File: src/rtl/instr_fetch.sv
// Instruction fetch unit: three-state fetch/issue loop with branch redirect,
// downstream stall and a saturating count of consumed instructions.
module instr_fetch (
  input  logic        clk_i,
  input  logic        clear_i,
  input  logic        run_i,
  input  logic        stall_i,
  input  logic        branch_taken_i,
  input  logic [7:0]  branch_offset_i,
  output logic        mem_req_o,
  output logic [7:0]  mem_addr_o,
  input  logic        mem_ack_i,
  input  logic [7:0]  mem_data_i,
  output logic [7:0]  instr_o,
  output logic [1:0]  op_o,
  output logic        instr_valid_o,
  output logic [7:0]  pc_next_o,
  output logic [15:0] instr_count_o
);

  typedef enum logic [1:0] {StIdle, StFetch, StIssue} state_e;

  state_e      state_q, state_d;
  logic [7:0]  pc_q, pc_d;
  logic [7:0]  instr_q, instr_d;
  logic [7:0]  pc_next_q, pc_next_d;
  logic [15:0] count_q, count_d;

  always_ff @(posedge clk_i or posedge clear_i) begin
    if (clear_i) begin
      state_q   <= StIdle;
      pc_q      <= 8'h00;
      instr_q   <= 8'h00;
      pc_next_q <= 8'h00;
      count_q   <= 16'h0000;
    end else begin
      state_q   <= state_d;
      pc_q      <= pc_d;
      instr_q   <= instr_d;
      pc_next_q <= pc_next_d;
      count_q   <= count_d;
    end
  end

  always_comb begin
    state_d   = state_q;
    pc_d      = pc_q;
    instr_d   = instr_q;
    pc_next_d = pc_next_q;
    count_d   = count_q;
    unique case (state_q)
      StIdle: begin
        if (run_i) state_d = StFetch;
      end
      StFetch: begin
        // A branch outranks a coincident ack: the returned word is discarded.
        if (branch_taken_i) begin
          pc_d    = pc_next_q + branch_offset_i;
          state_d = StFetch;
        end else if (mem_ack_i) begin
          instr_d   = mem_data_i;
          pc_d      = pc_q + 8'd1;
          pc_next_d = pc_q + 8'd1;
          state_d   = StIssue;
        end
      end
      StIssue: begin
        if (branch_taken_i) begin
          pc_d    = pc_next_q + branch_offset_i;
          state_d = StFetch;
        end else if (!stall_i) begin
          if (count_q != 16'hFFFF) count_d = count_q + 16'd1;
          state_d = run_i ? StFetch : StIdle;
        end
      end
      default: state_d = StIdle;
    endcase
  end

  assign mem_req_o     = (state_q == StFetch);
  assign mem_addr_o    = pc_q;
  assign instr_valid_o = (state_q == StIssue);
  assign instr_o       = instr_q;
  assign op_o          = instr_q[7:6];
  assign pc_next_o     = pc_next_q;
  assign instr_count_o = count_q;

endmodule

File: config.mk
export PLATFORM = sky130hd
export DESIGN_NAME = instr_fetch
export DESIGN_NICKNAME = d
export VERILOG_FILES = /design/src/rtl/instr_fetch.sv
export SDC_FILE = /design/constraint.sdc
export NUM_CORES = 1
export LEC_CHECK = 0
export BUFFER_PORTS_ARGS = -buffer_cell sky130_fd_sc_hd__buf_2
export CORE_UTILIZATION = 40
export CTS_BUF_LIST = sky130_fd_sc_hd__clkbuf_4 sky130_fd_sc_hd__clkbuf_8
export DETAILED_ROUTE_END_ITERATION = 12
export PLACE_DENSITY_LB_ADDON = 0.12
export SYNTH_ARGS = -nofsm -noshare
export SYNTH_HDL_FRONTEND = slang
export SYNTH_SLANG_ARGS = --single-unit
File: constraint.sdc
create_clock -name clk_i -period 2.2 [get_ports clk_i]
set_input_delay 0 -clock clk_i [delete_from_list [all_inputs] [get_ports clk_i]]
set_output_delay 0 -clock clk_i [all_outputs]
set_load 0.01 [all_outputs]
# Yosys cells after proc, flatten, opt, wreduce, memory -nomap -nowiden
# Cells that the tools add are included.
# totals
ff_bits,42
output_inout_bits,44
elab_cells,34
# op_classes
addsub,3
eq_ne,7
n_mux,11
bitwise_logic,2
reduce_logical,6
# op_table
operator,count
2-to-1 mux 8 bit,3
adder 16 x 1 -> 16 bit (second input constant),1
!= test 16 bit (second input constant),1
one-hot mux 8 bit (2 select lines),1
2-to-1 mux 2 bit,5
AND reduction 3 bit,3
adder 8 x 1 -> 8 bit (second input constant),1
adder 8 bit,1
one-hot mux 2 bit (3 select lines),1
!= test 2 bit (second input constant),2
AND reduction 4 bit,1
!= test 3 x 2 -> 1 bit (second input constant),1
!= test 3 bit (second input constant),1
== test 2 x 1 -> 1 bit (second input constant),1
== test 2 bit (second input constant),1
logical NOT 2 bit,1
inverter 1 bit,2
nonzero test 2 bit,1
2-to-1 mux 1 bit,1

# Logic depth before layout (Yosys ltp)
# depth
depth_word,4
mapped_depth,8
ltp_nobuf,8

# Worst setup path before layout
# OpenSTA, ideal clock, no wires.
# synth_timing
path_kind,reg2reg
from,"reg pc_next_q[0], in the netlist pc_next_o[0]"
to,"reg pc_q[6], in the netlist mem_addr_o[6]"
setup_time_ns,0.126
t_arrival_ns,1.732
required_ns,2.074
slack_ns,0.342
stages_incl_launch_ff,9
path_buffers,0
synth_period_minus_slack_ns,1.858
cell_sequence,dfrtp_1 > ha_1 > inv_1 > fa_1 > inv_1 > a21o_1 > a211o_1 > xor2_1 > a221o_1
# synth_between
elab_chain_cells,3
# synth_rtl
item,line_no,rtl
from (decl),26,"logic [7:0] pc_next_q, pc_next_d;"
from (signal assigned),40,pc_next_q <= pc_next_d;
adder 8 bit *,"58, 69",
"2-to-1 mux 8 bit, on equally long branches","68, 57",
one-hot mux 8 bit (2 select lines) *,51,unique case (state_q)
to (signal assigned),38,pc_q <= pc_d;
to (decl),24,"logic [7:0] pc_q, pc_d;"
# Every way passes the cells marked *; elsewhere a longest branch is shown, timed or not. The select of a mux whose other input is x is not followed.
# A chain may end at the register's enable or synchronous reset.

# Worst setup path after layout
# layout_timing
from,"reg count_q[0], in the netlist instr_count_o[0]"
to,"reg count_q[1], in the netlist instr_count_o[1]"
# layout_between
elab_chain_cells,2
# layout_rtl
item,line_no,rtl
from (decl),27,"logic [15:0] count_q, count_d;"
from (signal assigned),41,count_q <= count_d;
branches (longest 2 deep; another with adder 16 x 1 -> 16 bit),n/a,
# Parallel ways; which one is timed is not known.

==> impl_metrics.csv <==
group,metric,value,unit
synth,postSynthNetCount,280,
clock_network,inserted_clock_buffers,5,
synth,syn-cell-area,2330,µm²
setup_path,worstPathRequired,2.38,ns
detailed_routing,routed_via_density,5.00,
timing,fin_ws,0.284,ns
timing,maxSlewHeadroom,59.8,%
timing,tns,0,ns
synth,yosys.area.top_type_share,45.1,%
grt,antenna_found_initial,0,
detailed_routing,drt_drc_violations_left,0,
clock_network,cts_htree_levels,2,
clock_network,cts.root.buffer_cell,"clkbuf_8",
timing,timing_worst_slew_pin_value,0.601,ns
synth,post_synth.cell_area_avg,9.40,µm²
setup_path,critical_path_peak_fanout,6,
power_and_ir_drop,max-vdd-ir-drop,0.000406,V
floorplanning,floorplan.die.height,78.3,µm
timing,grt_setup_unrepaired,"no",
synth,instance_count_of_the_mapped_netlist,248,
finish,num-fill-cells,535,
synth,post_synth_most_frequent_cells,"nand2_1 (53), dfrtp_1 (42), nor2_1 (17)",
floorplanning,core_area,5570,µm²
synth,synth.largest_area_cell,"dfrtp_1",
placed_design,finalWeightedCongestion,0.805,
clock_network,clkTransAtPathRegs,0.08,ns
setup_path,timing_worst_setup_path_type,"flop to flop",
power_and_ir_drop,p_per_area,1080,nW/µm²
grt,grt_pass1_vias,1828,
floorplanning,dieWidth,78.3,µm
placed_design,placement_setup_slack,0.307,ns
detailed_routing,detail_route.wl_per_cell,12.8,µm
setup_path,cp_data_arrival_time,2.09,ns
placed_design,placement.io_buffers,65,
clock_network,cts_setup_buffers,0,
timing,highest_attainable_clock_frequency,522,MHz
detailed_routing,detail_route.first_pass.iterations,4,
outcome,outcome,"completed",
floorplanning,die_area,6140,µm²
synth,post_synthesis_async_set_or_reset_flop_share,100,%
placed_design,detailed_place_hpwl,3.62,mm
finish,fin_nets,359,
timing,layout_worst_path_cycle_share,87.1,%
clock_network,worst_skew_late_latency,0.29,ns
detailed_routing,total_detailed_routing_wirelength,5.10,mm
clock_network,tritoncts,"built",
floorplanning,initial_core_util,41.8,%
grt,grt_first_pass_wirelength,8.55,mm
detailed_routing,dr_total_vias,2000,
finish,area_delta_synth_final,26.0,%
power_and_ir_drop,share_clk_of_total_power,16.5,%
grt,grt_start_max_net_pins,43,
timing,setup_viol,0,
power_and_ir_drop,switchingPower,1.27,mW
setup_path,critical_path.startpoint_type,"flop",
grt,grt-ovfl-total,0,
synth,synth_most_common_cell,"nand2_1",
synth,count_of_flip_flops_with_a_built_in_enable_after_synthesis,0,
synth,synth-seq-cells,42,
timing,period_needed,1.92,ns
synth,yosys.cell_types.count,48,
detailed_routing,final_antenna_net_count,0,
power_and_ir_drop,power.switching_fraction,40.0,%
clock_network,tritoncts_num_sinks,42,
power_and_ir_drop,total_leakage_power,1.51,nW
finish,fraction_of_final_layout_cells_with_drive_strength_greater_than_1,25.9,%
detailed_routing,drt-initial-drc-count,102,
hold_path,hp-class,"primary input to flop",
synth,synth.area.top_cells,"dfrtp_1 (45%), nand2_1 (8.5%), xnor2_1 (5.3%), ha_1 (4.8%), xor2_1 (3.8%)",
floorplanning,placement_rows,27,
synth,synth_sequential_area_ratio,45.1,%
finish,diodes,0,
job,cap_viol_max_count,0,
power_and_ir_drop,cellInternalPower,1.90,mW
grt,grt_use_total,17.8,%
timing,finalHoldViolations,0,
floorplanning,io_pins,66,
power_and_ir_drop,power.sequential.fraction,39.7,%
synth,ys.flop_type,"dfrtp_1",
timing,timing.clock.skew,0.00445,ns
power_and_ir_drop,comb_power_share,43.8,%
setup_path,nature_of_the_critical_path_endpoint,"flop",
clock_network,clockBufferDepth,2,
synth,synth_warnings,0,
timing,timing.final.max_slew_violations,0,
==> routing by layer <==
metal / wire (µm) / up-vias / share of wire (%) / GRT usage (%)
met3: 219 / 5 / 4.3 / 3.49
met4: 55 / 0 / 1.1 / 5.00
li1: - / 1017 / - / -
met5: 0 / - / 0 / 0
met2: 2340 / 55 / 46 / 28.4
met1: 2490 / 923 / 49 / 24.4
==> flip-flops by register name (all words and copies together), names as in the netlist <==
name,flops
state_q,2
instr_o,8
pc_next_o,8
mem_addr_o,8
instr_count_o,16
==> per-stage QoR <==
step	hold slack (ns)	cells	instance area (µm²)	utilization (%)	total power, mW
floorplan	0.105	248	2330	-	2.19
global placement	0.170	380	2720	48.8	2.64
detailed placement	0.169	380	2720	48.8	2.64
CTS	0.0570	400	2940	52.7	3.21
global route	0.0938	400	2940	52.7	3.46
finish	0.0692	400	2940	52.7	3.17
==> worst max-delay path, cell delays in order, from the launching register on <==
cell      delay (ns)
dfrtp_1         0.44
ha_1            0.29
and4_1          0.22
and4bb_2        0.25
nor2b_1         0.24
mux2_2          0.37
==> layout make-up <==
class                           instances  area [µm²]  area share (%)
Inverter                                9        33.8            1.15
Tap cell                               72        90.1            3.07
Clock inverter                          1        5.00           0.170
Clock buffer                            7        90.1            3.07
Multi-Input combinational cell        189        1200            40.8
Sequential cell                        42        1050            35.8
Timing Repair Buffer                   80         468            15.9
==> final timing paths <==
kind	from	to	slack [ns]	cells past startpoint
worst max-delay path	instr_count_o[0]	instr_count_o[1]	0.28	5
worst min-delay path	stall_i	state_q[0]	0.07	4
worst max register to register	instr_count_o[0]	instr_count_o[1]	0.28	5
worst min register to register	instr_o[5]	instr_o[5]	0.48	2
max in group asynchronous	clear_i	mem_addr_o[3]	1.46	4
min in group asynchronous	clear_i	instr_o[0]	0.38	4
==> layout by cell type, fill, tap and decap left out, types with 3 or more instances in the layout <==
| cell | instances |
|---|---|
| buf_2 | 65 |
| nand2_1 | 53 |
| dfrtp_1 | 42 |
| nor2_1 | 17 |
| xnor2_1 | 14 |
| dlygate4sd3_1 | 12 |
| nand3_1 | 11 |
| o21ai_0 | 11 |
| a21oi_1 | 10 |
| xor2_1 | 10 |
| inv_1 | 9 |
| ha_1 | 9 |
| clkbuf_8 | 6 |
| nand4_1 | 5 |
| and4_1 | 3 |
| nor2b_1 | 3 |
| o21ai_1 | 3 |
| a21o_1 | 3 |
| nor3_1 | 3 |
| buf_4 | 3 |
==> cell families (layout without fill, tap and decap cells) <==
family / after synthesis / count (layout) / share of synthesized area [%]
flops: 42 / 42 / 45.1
simple gates: 109 / 109 / 23.4
xor+xnor: 24 / 24 / 9.02
mux: 4 / 4 / 2.04
fa+ha+maj: 10 / 10 / 5.69
buf+inv: 17 / 97 / 3.49
compound gates: 42 / 42 / 11.3
==> power groups by stage <==
| stage | Sequential, mW | Clock, mW | Combinational [mW] |
|---|---|---|---|
| 2_1_floorplan | 1.34 | 0 | 0.854 |
| 3_3_place_gp | 1.27 | 0 | 1.37 |
| 3_5_place_dp | 1.27 | 0 | 1.37 |
| 4_1_cts | 1.26 | 0.548 | 1.40 |
| 5_1_grt | 1.30 | 0.575 | 1.59 |
| 6_report | 1.26 | 0.523 | 1.39 |
==> timing repair <==
| action | in CTS | in global routing |
|---|---|---|
| hold endpoints to repair | 52 | 0 |
| resized for setup | 0 | 0 |
| hold buffers | 12 | 0 |
No activity file was read; power rests on OpenSTA's default activity.
